## src/rtl/alu_pkg.sv

```systemverilog
// rtl/alu_pkg.sv - shared ALU opcodes, flag indices and the result record
package alu_pkg;

   localparam int ALU_DW = 16;
   localparam int FUNC_W = 4;
   localparam int FLAG_W = 3;

   localparam int ZERO   = 0;
   localparam int PARITY = 1;
   localparam int CARRY  = 2;

   localparam logic [FUNC_W-1:0] OP_ADD  = 4'h0;
   localparam logic [FUNC_W-1:0] OP_SUB  = 4'h1;
   localparam logic [FUNC_W-1:0] OP_INC  = 4'h2;
   localparam logic [FUNC_W-1:0] OP_DEC  = 4'h3;
   localparam logic [FUNC_W-1:0] OP_AND  = 4'h4;
   localparam logic [FUNC_W-1:0] OP_OR   = 4'h5;
   localparam logic [FUNC_W-1:0] OP_XOR  = 4'h6;
   localparam logic [FUNC_W-1:0] OP_NOT  = 4'h7;
   localparam logic [FUNC_W-1:0] OP_SHL  = 4'h8;
   localparam logic [FUNC_W-1:0] OP_SHR  = 4'h9;
   localparam logic [FUNC_W-1:0] OP_ROL  = 4'hA;
   localparam logic [FUNC_W-1:0] OP_ROR  = 4'hB;
   localparam logic [FUNC_W-1:0] OP_PASA = 4'hC;
   localparam logic [FUNC_W-1:0] OP_PASB = 4'hD;
   localparam logic [FUNC_W-1:0] OP_NAND = 4'hE;
   localparam logic [FUNC_W-1:0] OP_NOR  = 4'hF;

   typedef struct packed {
      logic [FUNC_W-1:0] func;
      logic [FLAG_W-1:0] flags;
      logic [ALU_DW-1:0] data;
   } alu_result_t;

endpackage

```

## src/rtl/sync_fifo.sv

```systemverilog
// rtl/sync_fifo.sv - single-clock FIFO; storage is unreset, pointers and count reset
module sync_fifo #(
   parameter int W     = 8,
   parameter int DEPTH = 4,
   localparam int AW   = $clog2(DEPTH)
) (
   input  logic          clk,
   input  logic          rst_n,
   input  logic          push,
   input  logic          pop,
   input  logic [W-1:0]  wdata,
   output logic [W-1:0]  rdata,
   output logic [AW:0]   count
);

   logic [W-1:0]  mem_q [DEPTH];
   logic [AW-1:0] wptr_q, wptr_d;
   logic [AW-1:0] rptr_q, rptr_d;
   logic [AW:0]   count_q, count_d;

   // DEPTH is a power of two, so pointer overflow is the modulo wrap
   always_comb begin
      wptr_d  = wptr_q;
      rptr_d  = rptr_q;
      count_d = count_q;
      if (push) wptr_d = wptr_q + 1'b1;
      if (pop)  rptr_d = rptr_q + 1'b1;
      if (push && !pop)      count_d = count_q + 1'b1;
      else if (pop && !push) count_d = count_q - 1'b1;
   end

   always_ff @(posedge clk or negedge rst_n) begin
      if (!rst_n) begin
         wptr_q  <= '0;
         rptr_q  <= '0;
         count_q <= '0;
      end else begin
         wptr_q  <= wptr_d;
         rptr_q  <= rptr_d;
         count_q <= count_d;
      end
   end

   always_ff @(posedge clk) begin
      if (push) mem_q[wptr_q] <= wdata;
   end

   assign rdata = mem_q[rptr_q];
   assign count = count_q;

endmodule

```

## src/rtl/alu_wb.sv

```systemverilog
// rtl/alu_wb.sv - ALU result write-back queue with sticky flags and drop counter
module alu_wb
   import alu_pkg::*;
#(
   parameter int DEPTH = 4,
   parameter int DW    = 16,
   localparam int CW   = $clog2(DEPTH) + 1
) (
   input  logic              clk,
   input  logic              rst_n,
   input  logic              in_valid,
   output logic              in_ready,
   input  logic [DW-1:0]     in_data,
   input  logic [FLAG_W-1:0] in_flags,
   input  logic [FUNC_W-1:0] in_func,
   output logic              out_valid,
   input  logic              out_ready,
   output logic [DW-1:0]     out_data,
   output logic [FLAG_W-1:0] out_flags,
   output logic [FUNC_W-1:0] out_func,
   output logic [CW-1:0]     count,
   output logic [FLAG_W-1:0] sticky_flags,
   input  logic              flag_clr,
   output logic [7:0]        drop_cnt
);

   localparam int RW = FUNC_W + FLAG_W + DW;

   logic              push, pop;
   logic              init_q, init_d;
   logic [FLAG_W-1:0] sticky_q, sticky_d;
   logic [7:0]        drop_q, drop_d;
   logic [RW-1:0]     rdata;

   // init_q keeps in_ready low while reset is held and sets on the first edge after
   assign in_ready  = init_q && (count != CW'(DEPTH));
   assign out_valid = (count != '0);
   assign push      = in_valid && in_ready;
   assign pop       = out_valid && out_ready;

   sync_fifo #(.W(RW), .DEPTH(DEPTH)) u_fifo (
      .clk   (clk),
      .rst_n (rst_n),
      .push  (push),
      .pop   (pop),
      .wdata ({in_func, in_flags, in_data}),
      .rdata (rdata),
      .count (count)
   );

   assign {out_func, out_flags, out_data} = rdata;

   always_comb begin
      init_d   = 1'b1;
      sticky_d = sticky_q;
      drop_d   = drop_q;
      if (flag_clr)  sticky_d = push ? in_flags : '0;
      else if (push) sticky_d = sticky_q | in_flags;
      if (in_valid && !in_ready && drop_q != 8'hFF) drop_d = drop_q + 8'd1;
   end

   always_ff @(posedge clk or negedge rst_n) begin
      if (!rst_n) begin
         init_q   <= 1'b0;
         sticky_q <= '0;
         drop_q   <= '0;
      end else begin
         init_q   <= init_d;
         sticky_q <= sticky_d;
         drop_q   <= drop_d;
      end
   end

   assign sticky_flags = sticky_q;
   assign drop_cnt     = drop_q;

endmodule

```

## config.mk

```make
export PLATFORM = sky130hd
export DESIGN_NAME = alu_wb
export DESIGN_NICKNAME = d
export VERILOG_FILES = /design/src/rtl/alu_pkg.sv /design/src/rtl/sync_fifo.sv /design/src/rtl/alu_wb.sv
export SDC_FILE = /design/constraint.sdc
export NUM_CORES = 1
export LEC_CHECK = 0
export BUFFER_PORTS_ARGS = -buffer_cell sky130_fd_sc_hd__buf_2
export CORE_ASPECT_RATIO = 1.4
export CORE_UTILIZATION = 56
export CTS_BUF_LIST = sky130_fd_sc_hd__clkbuf_16
export DETAILED_ROUTE_END_ITERATION = 10
export PLACE_DENSITY = 0.82
export SKIP_CTS_REPAIR_TIMING = 1
export SLEW_MARGIN = 0
export SYNTH_ARGS = -nofsm -noshare
export SYNTH_HDL_FRONTEND = slang
export SYNTH_HIERARCHICAL = 1
export SYNTH_SLANG_ARGS = --single-unit
```

## constraint.sdc

```tcl
create_clock -name clk -period 2.3 [get_ports clk]
set_clock_uncertainty 0.1 [all_clocks]
set_input_delay 0.46 -clock clk [delete_from_list [all_inputs] [get_ports clk]]
set_output_delay 0.46 -clock clk [all_outputs]
set_load 0.005 [all_outputs]
```

## Word-level counts from Yosys, hierarchy flattened

Memories as Yosys holds them, arrays and structs flattened.
Cells that the tools add are included.

- Bits in registers: 19
- Word-level logic and storage cells: 35
- Bits in writable memories: 92
- Memories kept: 1
- Input port bits: 28
- Output and inout bits: 39

Memories:

| memory | words | width | read ports | clocked after Yosys merged registers in | write ports | line | RTL |
|---|---|---|---|---|---|---|---|
| u_fifo.mem_q | 4 | 23 | 1 | 0 | 1 | sync_fifo.sv:16 | `logic [W-1:0] mem_q [DEPTH];` |

- Bitwise gates (word level): 1
- Equality and inequality tests: 2
- Muxes and demuxes: 7
- Reductions and logical operators: 13
- Add/subtract/negate cells: 5

Operator list:

| kind | count |
|---|---|
| $mux 3 | 5 |
| $add 8x1->8 const B | 1 |
| $ne 8x8->1 const B | 1 |
| $logic_and 1x1->1 | 7 |
| $add 2x1->2 const B | 2 |
| $reduce_bool 2->1 | 2 |
| $add 3x1->3 const B | 1 |
| $logic_not 1->1 | 3 |
| $ne 3x3->1 const B | 1 |
| $or 3x3->3 | 1 |
| $reduce_bool 3->1 | 1 |
| $sub 3x1->3 const B | 1 |
| $mux 1 | 2 |

## Depth between registers and ports, before layout

- Depth after elaboration: 7
- Gate-level depth with buffers: 10
- Depth with buffers taken out: 10

## Modules after synthesis

The synthesis kept the hierarchy.

By module, submodules not included:

| module | cells an instance | times used | area an instance (um2) | sequential area each (um2) |
|---|---|---|---|---|
| sync_fifo | 153 | 1 | 3743.6 | 2937.8 |
| alu_wb | 57 | 1 | 615.6 | 300.3 |

## Worst setup path after synthesis

OpenSTA, ideal clock, no wires.

- Path type: reg-to-reg
- Start point: register u_fifo.count_q[0], in the netlist u_fifo/count[0]
- End point: register u_fifo.count_q[2], in the netlist u_fifo/count[2]
- Cell stages (with the launch flop): 11
- Data arrival time: 2.051 ns
- Setup slack: 0.070 ns
- Required time: 2.121 ns
- Library setup time: 0.079 ns
- Path through: dfrtp_1 -> nor2_1 -> a21boi_1 -> nand2_1 -> inv_1 -> ha_1 -> inv_1 -> fa_1 -> xor2_1 -> nor2_1 -> xor2_1

- Longest elaborated chain between the ends: 6

Ends and longest elaborated chain:

| what | line | RTL |
|---|---|---|
| start, declared | sync_fifo.sv:19 | `logic [AW:0] count_q, count_d;` |
| start signal, assigned | sync_fifo.sv:40 | `count_q <= count_d;` |
| $ne 3x3->1 * | alu_wb.sv:36 | `assign in_ready = init_q && (count != CW'(DEPTH));` |
| $logic_and 1x1->1 * | alu_wb.sv:36 |  |
| via in_ready | alu_wb.sv:12 | `output logic in_ready,` |
| $logic_and 1x1->1 * | alu_wb.sv:38 | `assign push = in_valid && in_ready;` |
| via push | alu_wb.sv:29 | `logic push, pop;` |
| $logic_not 1->1 | sync_fifo.sv:29 | `else if (pop && !push) count_d = count_q - 1'b1;` |
| $logic_and 1x1->1 | sync_fifo.sv:29 |  |
| $reduce_bool 2->1 (no line) | - |  |

The timed path passes the listed nets; every way through them passes the cells marked *. The select of a mux whose other input is x is not followed.
A chain may end at the register's enable or synchronous reset.

## Worst setup path in the final report

- Start point: register u_fifo.rptr_q[0]
- End point: output port out_data[14]

- Longest elaborated chain between the ends: 1

Ends and longest elaborated chain:

| what | line | RTL |
|---|---|---|
| start, declared | sync_fifo.sv:18 | `logic [AW-1:0] rptr_q, rptr_d;` |
| start signal, assigned | sync_fifo.sv:39 | `rptr_q <= rptr_d;` |
| $mem_v2 4x23 | - |  |
| end, declared | alu_wb.sv:18 | `output logic [DW-1:0] out_data,` |

Every way passes these cells.

==> impl_metrics.tcl <==
set metrics [dict create \
    area_growth_pct 20.5 \
    antenna_found_initial 0 \
    status "complete, no violations" \
    firstDrtPassIters 6 \
    hp-class "in -> reg" \
    grt_remaining_overflow 0 \
    ys_top_cells_by_count "edfxtp_1, dfrtp_1, mux4_2, nand2_1, inv_1" \
    min_period_ps 2210 \
    synth-seq-cells 111 \
    worstPathRequired_ps 1740 \
    grt_pass1_wl_um 11300 \
    cp-start-kind "register" \
    routabilityCongestion 0.743 \
    ys.warnings.count 6 \
    dp_hpwl_um 4540 \
    syn_nets 245 \
    wirelength_um 7000 \
    placed_cell_area_um2 4880 \
    clkTransAtPathRegs_ps 70 \
    final_hold_viol_count 0 \
    grt_usage_pct 19.2 \
    clk_path_buf_depth 2 \
    cp.arrival_ps 1650 \
    drc 0 \
    synth_cell_type_count 31 \
    post_drt_wl_per_cell_um 17.6 \
    cts_made_buffers 9 \
    ir_drop_mv 0.757 \
    fp.dieW_um 76.6 \
    synth_async_sr_flop_share_pct 17.1 \
    synthFlopType "edfxtp_1" \
    p_leak_nw 1.98 \
    syn_area_um2 4360 \
    core_um2 7450 \
    clkSinkCount 111 \
    synthTopCellsByArea "edfxtp_1, dfrtp_1, mux4_2, mux4_1, ha_1" \
    syn_area_per_cell_um2 20.8 \
    num_vias 2167 \
    endpoint_kind "output port" \
    ant_nets 0 \
    layout.nets 332 \
    fp-row-count 37 \
    power_density_nw_per_um2 1140 \
    worstPathMaxFanout 6 \
    die_h_um 106 \
    syn_inst 210 \
    cts_tree "yes" \
    grt_pass1_vias 2258 \
    period_share_pct 96.1 \
    drive_gt1_share_pct 42.1 \
    synth-edff-count 92 \
    grt_max_degree 24 \
    io_pins 67 \
    clkLatencyLatePin_ps 340 \
    n_antenna_cell 0 \
    finalSetupViolCount 0 \
    synth_area_leader_cell "edfxtp_1" \
    p_total_mw 5.99 \
    yosysTopAreaCellShare_pct 63.4 \
    viasPerCell 5.43 \
    ys_seq_area_share_pct 74.3 \
    start_util_pct 58.5 \
    critical_path_class "reg -> out" \
    fin_area_um2 5250 \
    slew_viol_final 0 \
    yosysMostFrequentCell "edfxtp_1" \
    max_freq_mhz 453 \
    fin_util_pct 70.5 \
    drt_iter0_markers 145 \
    portBuffers 66 \
    tns_ps 0 \
    cap_violations 0 \
    design.die.area_um2 8150 \
    h-tree-depth 3 \
    grt_setup_unrepaired "no" \
    root_buffer "clkbuf_16" \
]
per-layer routing:
metal	vias to the layer above	track usage (%)	wire [um]
met5	-	0	0
met4	0	8.93	97
li1	1009	-	-
met3	6	4.72	280
met1	1094	21.9	2820
met2	58	33.9	3800
critical path: stages, from the launching register on:
cell,delay [ps]
dfrtp_2,430
buf_4,180
mux4_1,560
buf_2,140
sequential cells by signal (all words and copies together) (netlist names):
signal         cells
init_q             1
drop_cnt           8
u_fifo/rptr_q      2
u_fifo/mem_q      92
u_fifo/wptr_q      2
sticky_flags       3
u_fifo/count       3
where the power goes:
part           total, mW  switching [mW]  internal, mW
Combinational       1.73           0.772         0.958
Sequential          2.67           0.175          2.49
Clock               1.60           0.651         0.946
logic make-up after synthesis:
family	Yosys count	share of synthesized area, %
DFF	111	74.3
other	1	0.0860
adders and majority gates	7	2.18
xor gates and xnor gates	7	1.41
buffers and inverters	13	2.12
muxes	31	14.5
and+or+nand+nor	31	3.59
AOI/OAI and AO/OA	9	1.87
final timing paths:
kind,slack (ps),cells past startpoint,start,to
setup / recovery,90,3,u_fifo/rptr_q[0],out_data[14]
hold / removal,230,1,in_data[4],u_fifo/mem_q[1][4]
setup reg to reg,110,9,u_fifo/count[1],u_fifo/count[2]
hold reg to reg,390,1,u_fifo/rptr_q[1],u_fifo/rptr_q[1]
max in group asynchronous,1290,2,rst_n,u_fifo/rptr_q[0]
min in group asynchronous,480,2,rst_n,u_fifo/count[1]
placed cells by master (no fill, tap or decap), drive strengths merged:
cell,instances
edfxtp,92
buf,81
mux4,23
dfrtp,19
nand2,10
clkbuf,9
mux2,8
inv,7
ha,6
nor2,5
xor2,5
and2,5
nand3,4
clkinv,4
o21ai,3
a32o,3
nor3,2
bufinv,2
xnor2,2
a21boi,1
or3,1
nand2b,1
nor2b,1
a31oi,1
or2,1
o21ba,1
nor4,1
clkinvlp,1
dlygate4sd3,1
conb,1
fa,1
metrics by stage:
stage	setup WS, ps	hold WS, ps	cells
6_report	90.3	230	399
5_1_grt	12.9	224	399
4_1_cts	-62.5	-50.0	394
3_5_place_dp	48.3	316	378
3_3_place_gp	129	316	378
2_1_floorplan	70.0	64.4	210
final cells by class:
class                      count  area (um^2)
timing repair buffer          82          503
inverter                       7         26.3
sequential                   111         3240
multi-input combinational     86         1050
clock inverter                 7         87.6
tap                           97          121
clock buffer                   9          225
fill                         463         2200
No activity file was read; power rests on OpenSTA's default activity.
